==> src/rtl/rx_block_assembler.sv <==
// rx_block_assembler: packs a serial byte stream into 128-bit key or data blocks.
// The first byte received lands in bits [127:120].
// A complete key block is published on rx_key together with a one-cycle key_load pulse.
// A complete data block is presented on blk_data under a blk_valid/blk_ready handshake.
// A block is discarded if its key/data flag changes mid-block, or if it stalls too long.
// Ports:
//   clk, n_rst        clock, asynchronous active-low reset
//   in_byte/in_valid  incoming byte stream; in_is_key marks key bytes, in_ready accepts
//   key_load, rx_key  one-cycle pulse when rx_key holds a newly completed key
//   blk_valid/ready   data block handshake; blk_data holds the block
//   frame_err         one-cycle pulse when a partial block is discarded
//   byte_cnt          number of bytes held in the current partial block
module rx_block_assembler #(
   parameter int unsigned TIMEOUT_CYCLES = 1024
) (
   input  logic         clk,
   input  logic         n_rst,
   input  logic [7:0]   in_byte,
   input  logic         in_valid,
   input  logic         in_is_key,
   output logic         in_ready,
   output logic         key_load,
   output logic [127:0] rx_key,
   output logic         blk_valid,
   output logic [127:0] blk_data,
   input  logic         blk_ready,
   output logic         frame_err,
   output logic [4:0]   byte_cnt
);

   localparam int unsigned BLK_W  = 128;
   localparam int unsigned BYTES  = 16;
   localparam int unsigned CNT_W  = 5;
   localparam int unsigned TO_W   = (TIMEOUT_CYCLES > 1) ? $clog2(TIMEOUT_CYCLES) : 1;

   typedef enum logic [1:0] {
      IDLE    = 2'd0,
      FILL    = 2'd1,
      KEY_OUT = 2'd2,
      BLK_OUT = 2'd3
   } state_t;

   state_t             state_q;
   logic [BLK_W-1:0]   sr_q;
   logic [CNT_W-1:0]   cnt_q;
   logic               kind_q;
   logic [TO_W-1:0]    idle_q;
   logic               in_ready_q;
   logic               key_load_q;
   logic [BLK_W-1:0]   rx_key_q;
   logic               blk_valid_q;
   logic [BLK_W-1:0]   blk_data_q;
   logic               frame_err_q;

   // Shift register contents including the byte being accepted this cycle.
   logic [BLK_W-1:0]   sr_d;
   logic               accept_c;
   logic               last_byte_c;
   logic               timeout_c;

   assign sr_d        = {sr_q[BLK_W-9:0], in_byte};
   assign accept_c    = in_valid & in_ready_q;
   assign last_byte_c = (cnt_q == CNT_W'(BYTES - 1));
   assign timeout_c   = (TIMEOUT_CYCLES != 0) && (idle_q == TO_W'(TIMEOUT_CYCLES - 1));

   // Assembler FSM with registered outputs.
   always_ff @(posedge clk or negedge n_rst) begin
      if (!n_rst) begin
         state_q     <= IDLE;
         sr_q        <= '0;
         cnt_q       <= '0;
         kind_q      <= 1'b0;
         idle_q      <= '0;
         in_ready_q  <= 1'b1;
         key_load_q  <= 1'b0;
         rx_key_q    <= '0;
         blk_valid_q <= 1'b0;
         blk_data_q  <= '0;
         frame_err_q <= 1'b0;
      end else begin
         key_load_q  <= 1'b0;
         frame_err_q <= 1'b0;
         case (state_q)
            IDLE: begin
               idle_q <= '0;
               if (accept_c) begin
                  sr_q    <= BLK_W'(in_byte);
                  cnt_q   <= CNT_W'(1);
                  kind_q  <= in_is_key;
                  state_q <= FILL;
               end
            end
            FILL: begin
               if (accept_c) begin
                  idle_q <= '0;
                  // A flag change restarts the block with the offending byte, before any completion.
                  if (in_is_key != kind_q) begin
                     frame_err_q <= 1'b1;
                     sr_q        <= BLK_W'(in_byte);
                     cnt_q       <= CNT_W'(1);
                     kind_q      <= in_is_key;
                  end else if (last_byte_c) begin
                     cnt_q      <= '0;
                     in_ready_q <= 1'b0;
                     if (kind_q) begin
                        rx_key_q   <= sr_d;
                        key_load_q <= 1'b1;
                        state_q    <= KEY_OUT;
                     end else begin
                        blk_data_q  <= sr_d;
                        blk_valid_q <= 1'b1;
                        state_q     <= BLK_OUT;
                     end
                  end else begin
                     sr_q  <= sr_d;
                     cnt_q <= cnt_q + CNT_W'(1);
                  end
               end else if (timeout_c) begin
                  frame_err_q <= 1'b1;
                  cnt_q       <= '0;
                  idle_q      <= '0;
                  state_q     <= IDLE;
               end else if (TIMEOUT_CYCLES != 0) begin
                  idle_q <= idle_q + TO_W'(1);
               end
            end
            KEY_OUT: begin
               // Single bubble cycle so key and data output never overlap.
               in_ready_q <= 1'b1;
               state_q    <= IDLE;
            end
            BLK_OUT: begin
               if (blk_ready) begin
                  blk_valid_q <= 1'b0;
                  in_ready_q  <= 1'b1;
                  state_q     <= IDLE;
               end
            end
            default: state_q <= IDLE;
         endcase
      end
   end

   assign in_ready  = in_ready_q;
   assign key_load  = key_load_q;
   assign rx_key    = rx_key_q;
   assign blk_valid = blk_valid_q;
   assign blk_data  = blk_data_q;
   assign frame_err = frame_err_q;
   assign byte_cnt  = cnt_q;

endmodule

==> config.mk <==
export PLATFORM = sky130hd
export DESIGN_NAME = rx_block_assembler
export DESIGN_NICKNAME = d
export VERILOG_FILES = /design/src/rtl/rx_block_assembler.sv
export SDC_FILE = /design/constraint.sdc
export NUM_CORES = 1
export LEC_CHECK = 0
export CAP_MARGIN = 10
export CORE_UTILIZATION = 45
export DETAILED_ROUTE_END_ITERATION = 7
export GPL_TIMING_DRIVEN = 0
export PLACE_DENSITY = 0.7
export RECOVER_POWER = 100
export SLEW_MARGIN = 30
export SYNTH_ARGS = -nofsm -noshare
export SYNTH_HDL_FRONTEND = slang
export SYNTH_SLANG_ARGS = --single-unit
==> constraint.sdc <==
create_clock -name clk -period 2.6 [get_ports clk]
set_input_delay 0.26 -clock clk [delete_from_list [all_inputs] [get_ports clk]]
set_output_delay 0.26 -clock clk [all_outputs]
set_load 0.05 [all_outputs]
# Yosys cells after proc, flatten, opt, wreduce, memory -nomap -nowiden
# Cells that the tools add are included.
# classes
n_addsub	2
muxes	46
n_eq_ne	17
n_reduce_logical	12
n_bitwise	3
# ops
cell	count
120-bit 2-to-1 mux	4
120-bit one-hot mux with 2 select lines	1
5-bit 2-to-1 mux	5
1-bit 2-to-1 mux	22
10-bit 2-to-1 mux	2
10-bit one-hot mux with 2 select lines	1
5-bit AND reduction	4
2-bit inequality test, second input constant	7
2-bit 2-to-1 mux	6
3-bit inequality test, second input constant	4
10-bit by 1-bit adder with 10-bit output, second input constant	1
10-bit equality test, second input constant	1
5-bit one-hot mux with 2 select lines	1
2-bit one-hot mux with 4 select lines	1
4-bit AND reduction	2
6-bit AND reduction	1
5-bit by 1-bit adder with 5-bit output, second input constant	1
5-bit by 4-bit equality test with 1-bit output, second input constant	1
2-bit equality test, second input constant	2
1-bit one-hot mux with 2 select lines	2
2-bit nonzero test	2
1-bit one-hot mux with 3 select lines	1
3-bit AND reduction	1
3-bit nonzero test	1
other kinds (5)	6
# word_totals
wordCells	91
input_bits	13
register_bits	398
out_inout_bits	265

# Depth between registers and ports, before layout
# Gate-level depths: netlist of run 1.
# depth
word_depth	5
mapped_depth	9
ltp_nobuf	6

# Worst setup path after synthesis of run 1
# No wires, ideal clock.
# synth_timing
kind	reg2reg
start	register cnt_q[0] (netlist: byte_cnt[0])
end	register sr_q[100]
setup_time_ns	0.135
slack_ns	0.427
n_path_buf	3
required_ns	2.465
synth_period_minus_slack_ns	2.173
arrival_ns	2.038
path_stages_with_launch	9
cell_sequence	dfrtp_1 -> ha_1 -> and4b_1 -> a211o_2 -> buf_6 -> buf_4 -> buf_4 -> nand2_1 -> o21ai_0
# synth_via
elab_chain_len	3
# synth_lines
item	line	source
from (decl)	45	logic [CNT_W-1:0] cnt_q;
from (signal assigned)	116	cnt_q <= cnt_q + CNT_W'(1);
5-bit by 4-bit equality test with 1-bit output	63	assign last_byte_c = (cnt_q == CNT_W'(BYTES - 1));
3-bit inequality test (no source line)	n/a	
4-bit AND reduction (no source line)	n/a	
to (signal assigned)	87	sr_q <= BLK_W'(in_byte);
to (signal assigned)	99	sr_q <= BLK_W'(in_byte);
to (signal assigned)	115	sr_q <= sr_d;
to (decl)	44	logic [BLK_W-1:0] sr_q;
# Every way passes these cells.
# A chain may end at the register's enable or synchronous reset.

# Worst setup path in the final report of run 1
# layout_timing
start	register kind_q
end	register sr_q[2]
# layout_via
elab_chain_len	4
word_cells_on_any_way	6
cone_classes	eq/ne: 2; mux: 3; reduce/logical: 1
# layout_lines
item	line	source
from (decl)	46	logic kind_q;
from (signal assigned)	89	kind_q <= in_is_key;
from (signal assigned)	101	kind_q <= in_is_key;
1-bit inequality test *	97	if (in_is_key != kind_q) begin
120-bit 2-to-1 mux	97	
120-bit 2-to-1 mux	94	if (accept_c) begin
120-bit one-hot mux with 2 select lines	83	case (state_q)
# Mark *: on every way between the ends. The rest lies on a longest branch, timed or not. The select of a mux whose other input is x is not followed.

==> results of run 1 <==
## worst max-delay path, delay by kind of cell, from the launching register on
family,cells,cell delay [ns]
compound gates,1,0.32
fa+ha+maj,1,0.32
buf+inv,3,0.64
flops,1,0.40
mux,1,0.37
simple gates,1,0.27
## through the flow
step	TNS (ns)	total power [mW]
floorplan	0	6.31
detailed placement	-37.47	6.48
global placement	-6311.78	6.47
global route	0	12.6
finish	0	12.1
CTS	0	12.3
## kinds of logic after synthesis
| family | after synthesis |
|---|---|
| XOR/XNOR | 1 |
| buffers and inverters | 72 |
| multiplexers | 268 |
| AND/OR/NAND/NOR | 287 |
| AO/OA/AOI/OAI | 142 |
| adder cells (fa/ha/maj) | 4 |
| flip-flops | 398 |
## metal layers
| layer | wire [um] | up-vias | global-route usage, % |
|---|---|---|---|
| met5 | 0 | - | 0 |
| met4 | 524 | 0 | 4.41 |
| met3 | 2220 | 39 | 4.62 |
| met2 | 17600 | 284 | 34.6 |
| met1 | 16400 | 5218 | 29.9 |
| li1 | - | 4697 | - |
## layout make-up
type,instances,area [sq um]
Buffer,67,359
Clock buffer,60,1210
Clock inverter,15,131
Fill cell,2690,13500
Inverter,5,18.8
Multi-Input combinational cell,702,5030
Sequential cell,398,9960
Tap cell,448,561
Timing Repair Buffer,287,2880
## state kept, by name, indices dropped and copies added (netlist names)
register,count
byte_cnt,5
key_load,1
blk_valid,1
kind_q,1
rx_key,128
in_ready,1
idle_q,10
frame_err,1
sr_q,120
state_q,2
blk_data,128
## power by group through the flow
stage | Sequential (mW) | Combinational (mW) | Clock, mW
2_1_floorplan | 6.31 | 0.00282 | 0
3_3_place_gp | 6.32 | 0.150 | 0
3_5_place_dp | 6.31 | 0.174 | 0
4_1_cts | 6.19 | 0.176 | 5.90
5_1_grt | 6.19 | 0.182 | 6.20
6_report | 6.19 | 0.153 | 5.80
## placed cells by master, fill, tap and decap left out, types with 8 or more instances in the layout
cell,count
buf_2,9
buf_4,10
clkbuf_1,36
clkbuf_16,43
clkbuf_2,17
clkbuf_4,8
clkdlybuf4s50_1,11
clkinv_2,11
dfrtp_1,397
dlygate4sd3_1,266
mux2_2,264
nand2_1,244
nor2_1,11
nor3_1,8
o21ai_0,116
## what timing repair did
action / in CTS / in global routing
buffers inserted: 0 / 5
hold buffers: 1 / 0
setup endpoints to repair: 88 / 88
pin swaps: 0 / 1
hold endpoints to repair: 64 / 0
resized for setup: 1 / 1
## path summary, 6_finish.rpt
check,startpoint,endpoint,slack [ns],cells past startpoint
max in group asynchronous,n_rst,byte_cnt[4],0.52,4
min in group clk,in_is_key,kind_q,0.37,3
worst min register to register,rx_key[59],rx_key[59],0.50,1
worst min-delay path,n_rst,blk_data[122],0.28,2
worst max-delay path,kind_q,sr_q[2],0.15,7
worst max register to register,kind_q,sr_q[2],0.15,7
==> impl_metrics.env, run 1 <==
export IMPL_run_status="complete, no violations"
export IMPL_report_final_hold_viol_count=0
export IMPL_final_net_count=1519
export IMPL_combinational_group_share_of_total_power_pct=1.3
export IMPL_placement_io_buffers=277
export IMPL_placement_cell_area_sq_um=18900
export IMPL_top_cells_by_instance_count_after_synthesis="dfrtp_1, mux2_2, nand2_1"
export IMPL_worst_setup_path_end_kind="register"
export IMPL_chipHeight_um=187
export IMPL_netlist_area_leader_share_pct=64.3
export IMPL_grt_max_degree=89
export IMPL_num_vias=10238
export IMPL_timing_setup_critical_path_class="register to register"
export IMPL_p_int_mw=9.65
export IMPL_max_slew_margin_pct=20.4
export IMPL_netlist_top_cell_by_area="dfrtp_1"
export IMPL_fin_skew_ns=0.0117
export IMPL_synthArstFlopShare_pct=100
export IMPL_max_vdd_ir_drop_uv=455
export IMPL_number_of_synthesized_register_bits=398
export IMPL_slowest_delay_ns=0.40
export IMPL_whs_ns=0.281
export IMPL_required_ns=3.00
export IMPL_synth_simple_gate_area_share_pct=7.67
export IMPL_critical_path_cell_chain="inv_1 -> ha_1 -> nor3b_4 -> a211o_2 -> buf_6 -> clkbuf_2 -> mux2_2"
export IMPL_synth_compound_gate_area_share_pct=5.02
export IMPL_static_leakage_power_nw=10.4
export IMPL_numCtsBuffers=41
export IMPL_clock_tree_buffer_depth=3
export IMPL_wire_length_reported_by_the_detailed_router_um=36700
export IMPL_post_place_cells=1901
export IMPL_drtIter0Drc=559
export IMPL_grt_overflow_total=0
export IMPL_instances_no_fill=1982
export IMPL_synth_top_family_by_area="multiplexers"
export IMPL_post_route_cells_drive_above_1_share_pct=25.2
export IMPL_worstPathArrival_ns=2.86
export IMPL_power_density_nw_per_um2=603
export IMPL_pre_cts_ws_ns=-0.432
export IMPL_synth_area_per_cell_sq_um=13.2
export IMPL_clk_root_buf="clkbuf_16"
export IMPL_post_synth_fa_ha_maj_area_fraction_pct=0.324
export IMPL_fin_crit_ns=2.45
export IMPL_critical_path_startpoint_type="register"
export IMPL_drtAntennaViolNets=0
export IMPL_tritoncts_clock_tree="yes"
export IMPL_finalCritPeriodShare_pct=94.4
export IMPL_synth_cell_types=44
export IMPL_globalplace_congestion=0.804
export IMPL_timing_max_cap_violations=0
export IMPL_tightest_slew_ns=1.19
export IMPL_initial_core_util_pct=45.9
export IMPL_post_dp_hpwl_um=25600
export IMPL_rows=67
export IMPL_seq_power_share_pct=51.0
export IMPL_htree_num_levels=2
export IMPL_1st_pass_router_iterations=5
export IMPL_share_clk_of_total_power_pct=47.7
export IMPL_master_of_the_slowest_instance_on_the_critical_path="dfrtp_1"
export IMPL_dieArea_sq_um=35100
export IMPL_drv_slew=0
export IMPL_synth_enable_flop_cells=0
export IMPL_fmax_mhz=408
export IMPL_synth_net_count=1189
export IMPL_synth_area_top_cells="dfrtp_1, mux2_2, nand2_1, o21ai_0, buf_6"
export IMPL_sequential_to_total_area_share_from_yosys_stat_pct=64.5
export IMPL_post_route_drc_count=0
export IMPL_global_route_wire_length_before_repair_um=59600
export IMPL_power_share_switching_pct=20.5
export IMPL_post_route_util_pct=59.9
export IMPL_muxShareOfSynthArea_pct=19.5
export IMPL_final_cell_area_sq_um=20100
export IMPL_numClockSinks=398
export IMPL_number_of_antenna_violations_at_the_first_check_in_global_routing=0
export IMPL_count_of_yosys_warnings_during_synthesis=0
export IMPL_post_route_worst_setup_slack_ns=0.146
export IMPL_io_pin_count=278
export IMPL_vias_per_cell=5.17
export IMPL_crit_path_max_fanout=10
export IMPL_path_category_of_the_worst_min_delay_check="input port to async pin"
export IMPL_die_width_um=187
export IMPL_worst_skew_pair_late_latency_ns=0.52
export IMPL_clk_transition_reported_paths_ns=0.06
export IMPL_count_of_final_setup_violators=0
export IMPL_synthCells=1172
export IMPL_grt_total_usage_pct=21.4
export IMPL_yosys_area_share_xor_xnor_pct=0.0567
export IMPL_synthesis_area_sq_um=15400
export IMPL_core_area_sq_um=33600
export IMPL_grt_pass1_vias=10380
export IMPL_rsz_0062_raised_after_global_routing="false"
export IMPL_power_net_switching_mw=2.49
export IMPL_synthFlopType="dfrtp_1"
export IMPL_syn_to_final_growth_pct=30.5
export IMPL_insertedDiodeCount=0
export IMPL_post_drt_wl_per_cell_um=18.5
export IMPL_yosysMostFrequentCell="dfrtp_1"
Power figures use the tool's default switching activity.
==> run 2, diff against run 1 <==
Settings changed: CTS_BUF_LIST set to sky130_fd_sc_hd__clkbuf_4 sky130_fd_sc_hd__clkbuf_8.
==> impl_metrics.env, run 2 (same netlist as run 1, synthesis figures left out) <==
export IMPL_post_drt_wl_per_cell_um=18.3
export IMPL_crit_path_max_fanout=10
export IMPL_static_leakage_power_nw=10.5
export IMPL_design_power_total_mw=12.2
export IMPL_globalplace_congestion=0.804
export IMPL_timing_max_cap_violations=0
export IMPL_chipHeight_um=187
export IMPL_post_route_drc_count=0
export IMPL_run_status="complete, no violations"
export IMPL_wire_length_reported_by_the_detailed_router_um=37100
export IMPL_critical_path_startpoint_type="register"
export IMPL_rows=67
export IMPL_required_ns=3.04
export IMPL_count_of_final_setup_violators=0
export IMPL_dieArea_sq_um=35100
export IMPL_fin_skew_ns=0.0256
export IMPL_drv_slew=0
export IMPL_combinational_group_share_of_total_power_pct=1.3
export IMPL_power_density_nw_per_um2=601
export IMPL_pre_cts_ws_ns=-0.432
export IMPL_layout_commonest_cell="dfrtp_1"
export IMPL_syn_to_final_growth_pct=31.4
export IMPL_critical_path_reg2reg_startpoint="kind_q"
export IMPL_clk_transition_reported_paths_ns=0.06
export IMPL_drtIter0Drc=535
export IMPL_report_final_hold_viol_count=0
export IMPL_path_category_of_the_worst_min_delay_check="input port to async pin"
export IMPL_max_vdd_ir_drop_uv=439
export IMPL_post_route_worst_setup_slack_ns=0.169
export IMPL_worstPathArrival_ns=2.87
export IMPL_global_route_wire_length_before_repair_um=59700
export IMPL_grt_max_degree=89
export IMPL_fmax_mhz=411
export IMPL_initial_core_util_pct=45.9
export IMPL_timing_setup_critical_path_class="register to register"
export IMPL_io_pin_count=278
export IMPL_tightest_slew_ns=1.19
export IMPL_worst_setup_path_end_kind="register"
export IMPL_p_int_mw=9.59
export IMPL_worst_skew_pair_late_latency_ns=0.57
export IMPL_final_net_count=1544
export IMPL_final_cell_area_sq_um=20300
export IMPL_share_clk_of_total_power_pct=47.9
export IMPL_final_cell_mix="dfrtp_1, dlygate4sd3_1, mux2_2, nand2_1, o21ai_0"
export IMPL_grt_pass1_vias=10638
export IMPL_clock_tree_buffer_depth=3
export IMPL_num_vias=10400
export IMPL_1st_pass_router_iterations=5
export IMPL_drtAntennaViolNets=0
export IMPL_grt_overflow_total=0
export IMPL_post_dp_hpwl_um=25600
export IMPL_instances_no_fill=2021
export IMPL_rsz_0062_raised_after_global_routing="false"
export IMPL_grt_total_usage_pct=21.5
export IMPL_post_route_cells_drive_above_1_share_pct=27.8
export IMPL_clk_root_buf="clkbuf_8"
export IMPL_tritoncts_clock_tree="yes"
export IMPL_post_place_cells=1901
export IMPL_vias_per_cell=5.15
export IMPL_fin_crit_ns=2.43
export IMPL_die_width_um=187
export IMPL_power_net_switching_mw=2.60
export IMPL_finalCritPeriodShare_pct=93.5
export IMPL_numCtsBuffers=66
export IMPL_insertedDiodeCount=0
export IMPL_max_slew_margin_pct=20.6
export IMPL_core_area_sq_um=33600
export IMPL_number_of_antenna_violations_at_the_first_check_in_global_routing=0
export IMPL_crit_start="kind_q"
export IMPL_seq_power_share_pct=50.8
export IMPL_htree_num_levels=3
export IMPL_numClockSinks=398
export IMPL_placement_io_buffers=277
export IMPL_power_share_switching_pct=21.3
export IMPL_placement_cell_area_sq_um=18900
-- run 2: worst paths after layout --
check	endpoint	slack (ns)	cells after the start
max reg2reg	sr_q[4]	0.17	7
min reg2reg	blk_data[39]	0.49	1
max	sr_q[4]	0.17	7
min	blk_data[121]	0.24	2
min in group clk	kind_q	0.36	3
max in group asynchronous	sr_q[49]	0.56	4
-- run 2: power groups by stage --
stage                     logic [mW]  registers (mW)  clock network, mW
after floorplan              0.00282            6.31                  0
after global placement         0.150            6.32                  0
after detailed placement       0.174            6.31                  0
after CTS                      0.176            6.20               6.00
after global routing           0.182            6.19               6.30
final                          0.154            6.20               5.85
-- run 2: critical path, stage by stage (launching register included) --
cell and delay [ns]:
dfrtp_1 0.40, inv_1 0.14, ha_1 0.32, nor3b_4 0.26, a211o_2 0.30, buf_6 0.20, clkbuf_2 0.31, mux2_2 0.37
-- run 2: what timing repair did --
| action | in CTS | in global routing |
|---|---|---|
| hold buffers | 1 | 0 |
| setup endpoints to repair | 88 | 87 |
| hold endpoints to repair | 64 | 0 |
| setup buffers | 0 | 5 |
| pin swaps | 0 | 1 |
| gates resized for setup | 1 | 3 |
-- run 2: final cells by class --
type | count | area, sq um
timing repair buffer | 287 | 2880
sequential | 398 | 9960
inverter | 5 | 18.8
tap | 448 | 561
buffer | 67 | 417
fill | 2697 | 13300
multi-input combinational | 702 | 5030
clock inverter | 15 | 186
clock buffer | 99 | 1240
-- run 2: metal layers --
layer | global-route usage (%) | part of all wire, % | vias up
met2 | 34.2 | 47 | 304
met3 | 5.46 | 6.6 | 61
met1 | 29.7 | 45 | 5283
met5 | 0 | 0 | -
met4 | 5.20 | 1.5 | 0
li1 | - | - | 4752
-- run 2: metrics by stage --
stage          TNS [ns]  hold WS (ns)  utilization, %
4_1_cts               0         0.248            60.5
6_report              0         0.236            60.4
3_3_place_gp   -6311.78         0.488            55.8
2_1_floorplan         0       -0.0356               -
5_1_grt               0         0.249            60.4
3_5_place_dp     -37.47         0.263            56.2
==> run 3, diff against run 2 <==
Settings changed: CORE_UTILIZATION 45 to 50, PLACE_DENSITY 0.7 to 0.77.
==> impl_metrics.env, run 3 (same netlist as run 1, synthesis figures left out) <==
export IMPL_max_slew_margin_pct=5.90
export IMPL_layout_commonest_cell="dfrtp_1"
export IMPL_worst_setup_path_end_kind="register"
export IMPL_path_delay_family="buffers and inverters"
export IMPL_finalCritPeriodShare_pct=93.5
export IMPL_grt_max_degree=85
export IMPL_numCtsBuffers=61
export IMPL_numClockSinks=398
export IMPL_die_width_um=178
export IMPL_fin_crit_ns=2.43
export IMPL_worst_r2r_cell_count=8
export IMPL_required_ns=3.06
export IMPL_drtIter0Drc=544
export IMPL_wl_met3_um=2580
export IMPL_crit_top_cell="buf_4"
export IMPL_placement_io_buffers=277
export IMPL_tritoncts_clock_tree="yes"
export IMPL_clock_tree_buffer_depth=3
export IMPL_io_pin_count=278
export IMPL_crit_path_max_fanout=10
export IMPL_post_route_drc_count=0
export IMPL_core_area_sq_um=30000
export IMPL_fmax_mhz=411
export IMPL_post_dp_hpwl_um=25900
export IMPL_drv_slew=0
export IMPL_master_of_the_slowest_instance_on_the_critical_path="dfrtp_1"
export IMPL_dr_max_layer_used="met4"
export IMPL_slowest_delay_ns=0.40
export IMPL_clk_root_buf="clkbuf_8"
export IMPL_post_drt_wl_per_cell_um=18.8
export IMPL_rows=63
export IMPL_total_met2_wirelength_after_detailed_routing_um=17600
export IMPL_vias_per_cell=5.33
export IMPL_critical_path_buf_inv_count=4
export IMPL_critical_path_startpoint_type="register"
export IMPL_rsz_0062_raised_after_global_routing="false"
export IMPL_number_of_antenna_violations_at_the_first_check_in_global_routing=0
export IMPL_static_leakage_power_nw=10.4
export IMPL_syn_to_final_growth_pct=29.9
export IMPL_1st_pass_router_iterations=5
export IMPL_run_status="complete, no violations"
export IMPL_worst_skew_pair_late_latency_ns=0.60
export IMPL_detail_route_wirelength_met1_um=16000
export IMPL_insertedDiodeCount=0
export IMPL_power_density_nw_per_um2=587
export IMPL_post_route_cells_drive_above_1_share_pct=27.7
export IMPL_count_of_final_setup_violators=0
export IMPL_report_final_hold_viol_count=0
export IMPL_chipHeight_um=178
export IMPL_cp_num_cells=8
export IMPL_globalplace_congestion=0.831
export IMPL_fin_skew_ns=0.0233
export IMPL_grt_total_usage_pct=24.1
export IMPL_drtAntennaViolNets=0
export IMPL_worstPathArrival_ns=2.90
export IMPL_grt_pass1_vias=10678
export IMPL_finalSetupTns_ns=0
export IMPL_final_cell_mix="dfrtp_1, dlygate4sd3_1, mux2_2, nand2_1, o21ai_0"
export IMPL_grt_overflow_total=0
export IMPL_timing_max_cap_violations=0
export IMPL_critical_path_cell_chain="inv_1 -> ha_1 -> nor3b_4 -> buf_4 -> a211o_2 -> buf_6 -> buf_4 -> mux2_2"
export IMPL_initial_core_util_pct=51.4
export IMPL_final_net_count=1537
export IMPL_wire_length_reported_by_the_detailed_router_um=36800
export IMPL_num_vias=10431
export IMPL_global_route_wire_length_before_repair_um=59100
export IMPL_tightest_slew_ns=1.41
export IMPL_path_category_of_the_worst_min_delay_check="input port to async pin"
export IMPL_dieArea_sq_um=31600
export IMPL_timing_setup_critical_path_class="register to register"
export IMPL_max_vdd_ir_drop_uv=372
export IMPL_htree_num_levels=2
export IMPL_whs_ns=0.180
export IMPL_clk_transition_reported_paths_ns=0.06
==> run 3: cell types whose count changed in the layout (fill, tap and decap cells not counted), sizes merged <==
cell	previous run	this run
clkbuf	139	133
clkdlybuf4s50	11	12
bufinv	3	1
inv	9	5
buf	37	42
dlygate4sd3	266	265
==> run 3: final cells by class <==
| type | instances | area, sq um |
|---|---|---|
| clock inverter | 9 | 72.6 |
| multi-input combinational | 702 | 5030 |
| fill | 2195 | 9980 |
| tap | 390 | 488 |
| clock buffer | 100 | 1240 |
| sequential | 398 | 9960 |
| buffer | 67 | 368 |
| inverter | 5 | 18.8 |
| timing repair buffer | 285 | 2880 |
==> run 3: repair_timing <==
action,4_1_cts,5_1_grt
hold buffers,1,0
buffers inserted,0,2
setup endpoints to repair,86,57
pin swaps,0,1
gates cloned,0,0
resized for setup,1,7
hold endpoints to repair,59,0
==> run 3: through the flow <==
stage	total power, mW	setup WS, ns	instance area [sq um]	instances	utilization, %
floorplan	6.31	0.427	15400	1172	-
global placement	6.47	-15.57	18700	1839	62.3
detailed placement	6.49	-0.414	18800	1844	62.7
CTS	11.9	0.0429	20200	1954	67.2
global route	12.2	0.0360	20100	1956	66.8
finish	11.8	0.168	20100	1956	66.8
==> run 3: power breakdown <==
group	total, mW	switching [mW]	leakage [nW]	internal (mW)
logic	0.158	0.128	4.18	0.0300
registers	6.20	0	5.55	6.20
clock network	5.41	2.32	0.704	3.09
==> run 3: path summary, 6_finish.rpt <==
check                              from           end  slack [ns]
setup / recovery                 kind_q       sr_q[3]        0.17
hold / removal                    n_rst   blk_data[0]        0.18
setup reg to reg                 kind_q       sr_q[3]        0.17
hold reg to reg            blk_data[59]  blk_data[59]        0.50
max in group asynchronous         n_rst  blk_data[45]        0.45
min in group clk              in_is_key        kind_q        0.29
==> run 3: metal layers <==
metal  track usage, %  vias up
li1                 -     4752
met1             32.7     5286
met2             38.8      335
met3             6.00       58
met4             6.59        0
met5                0        -
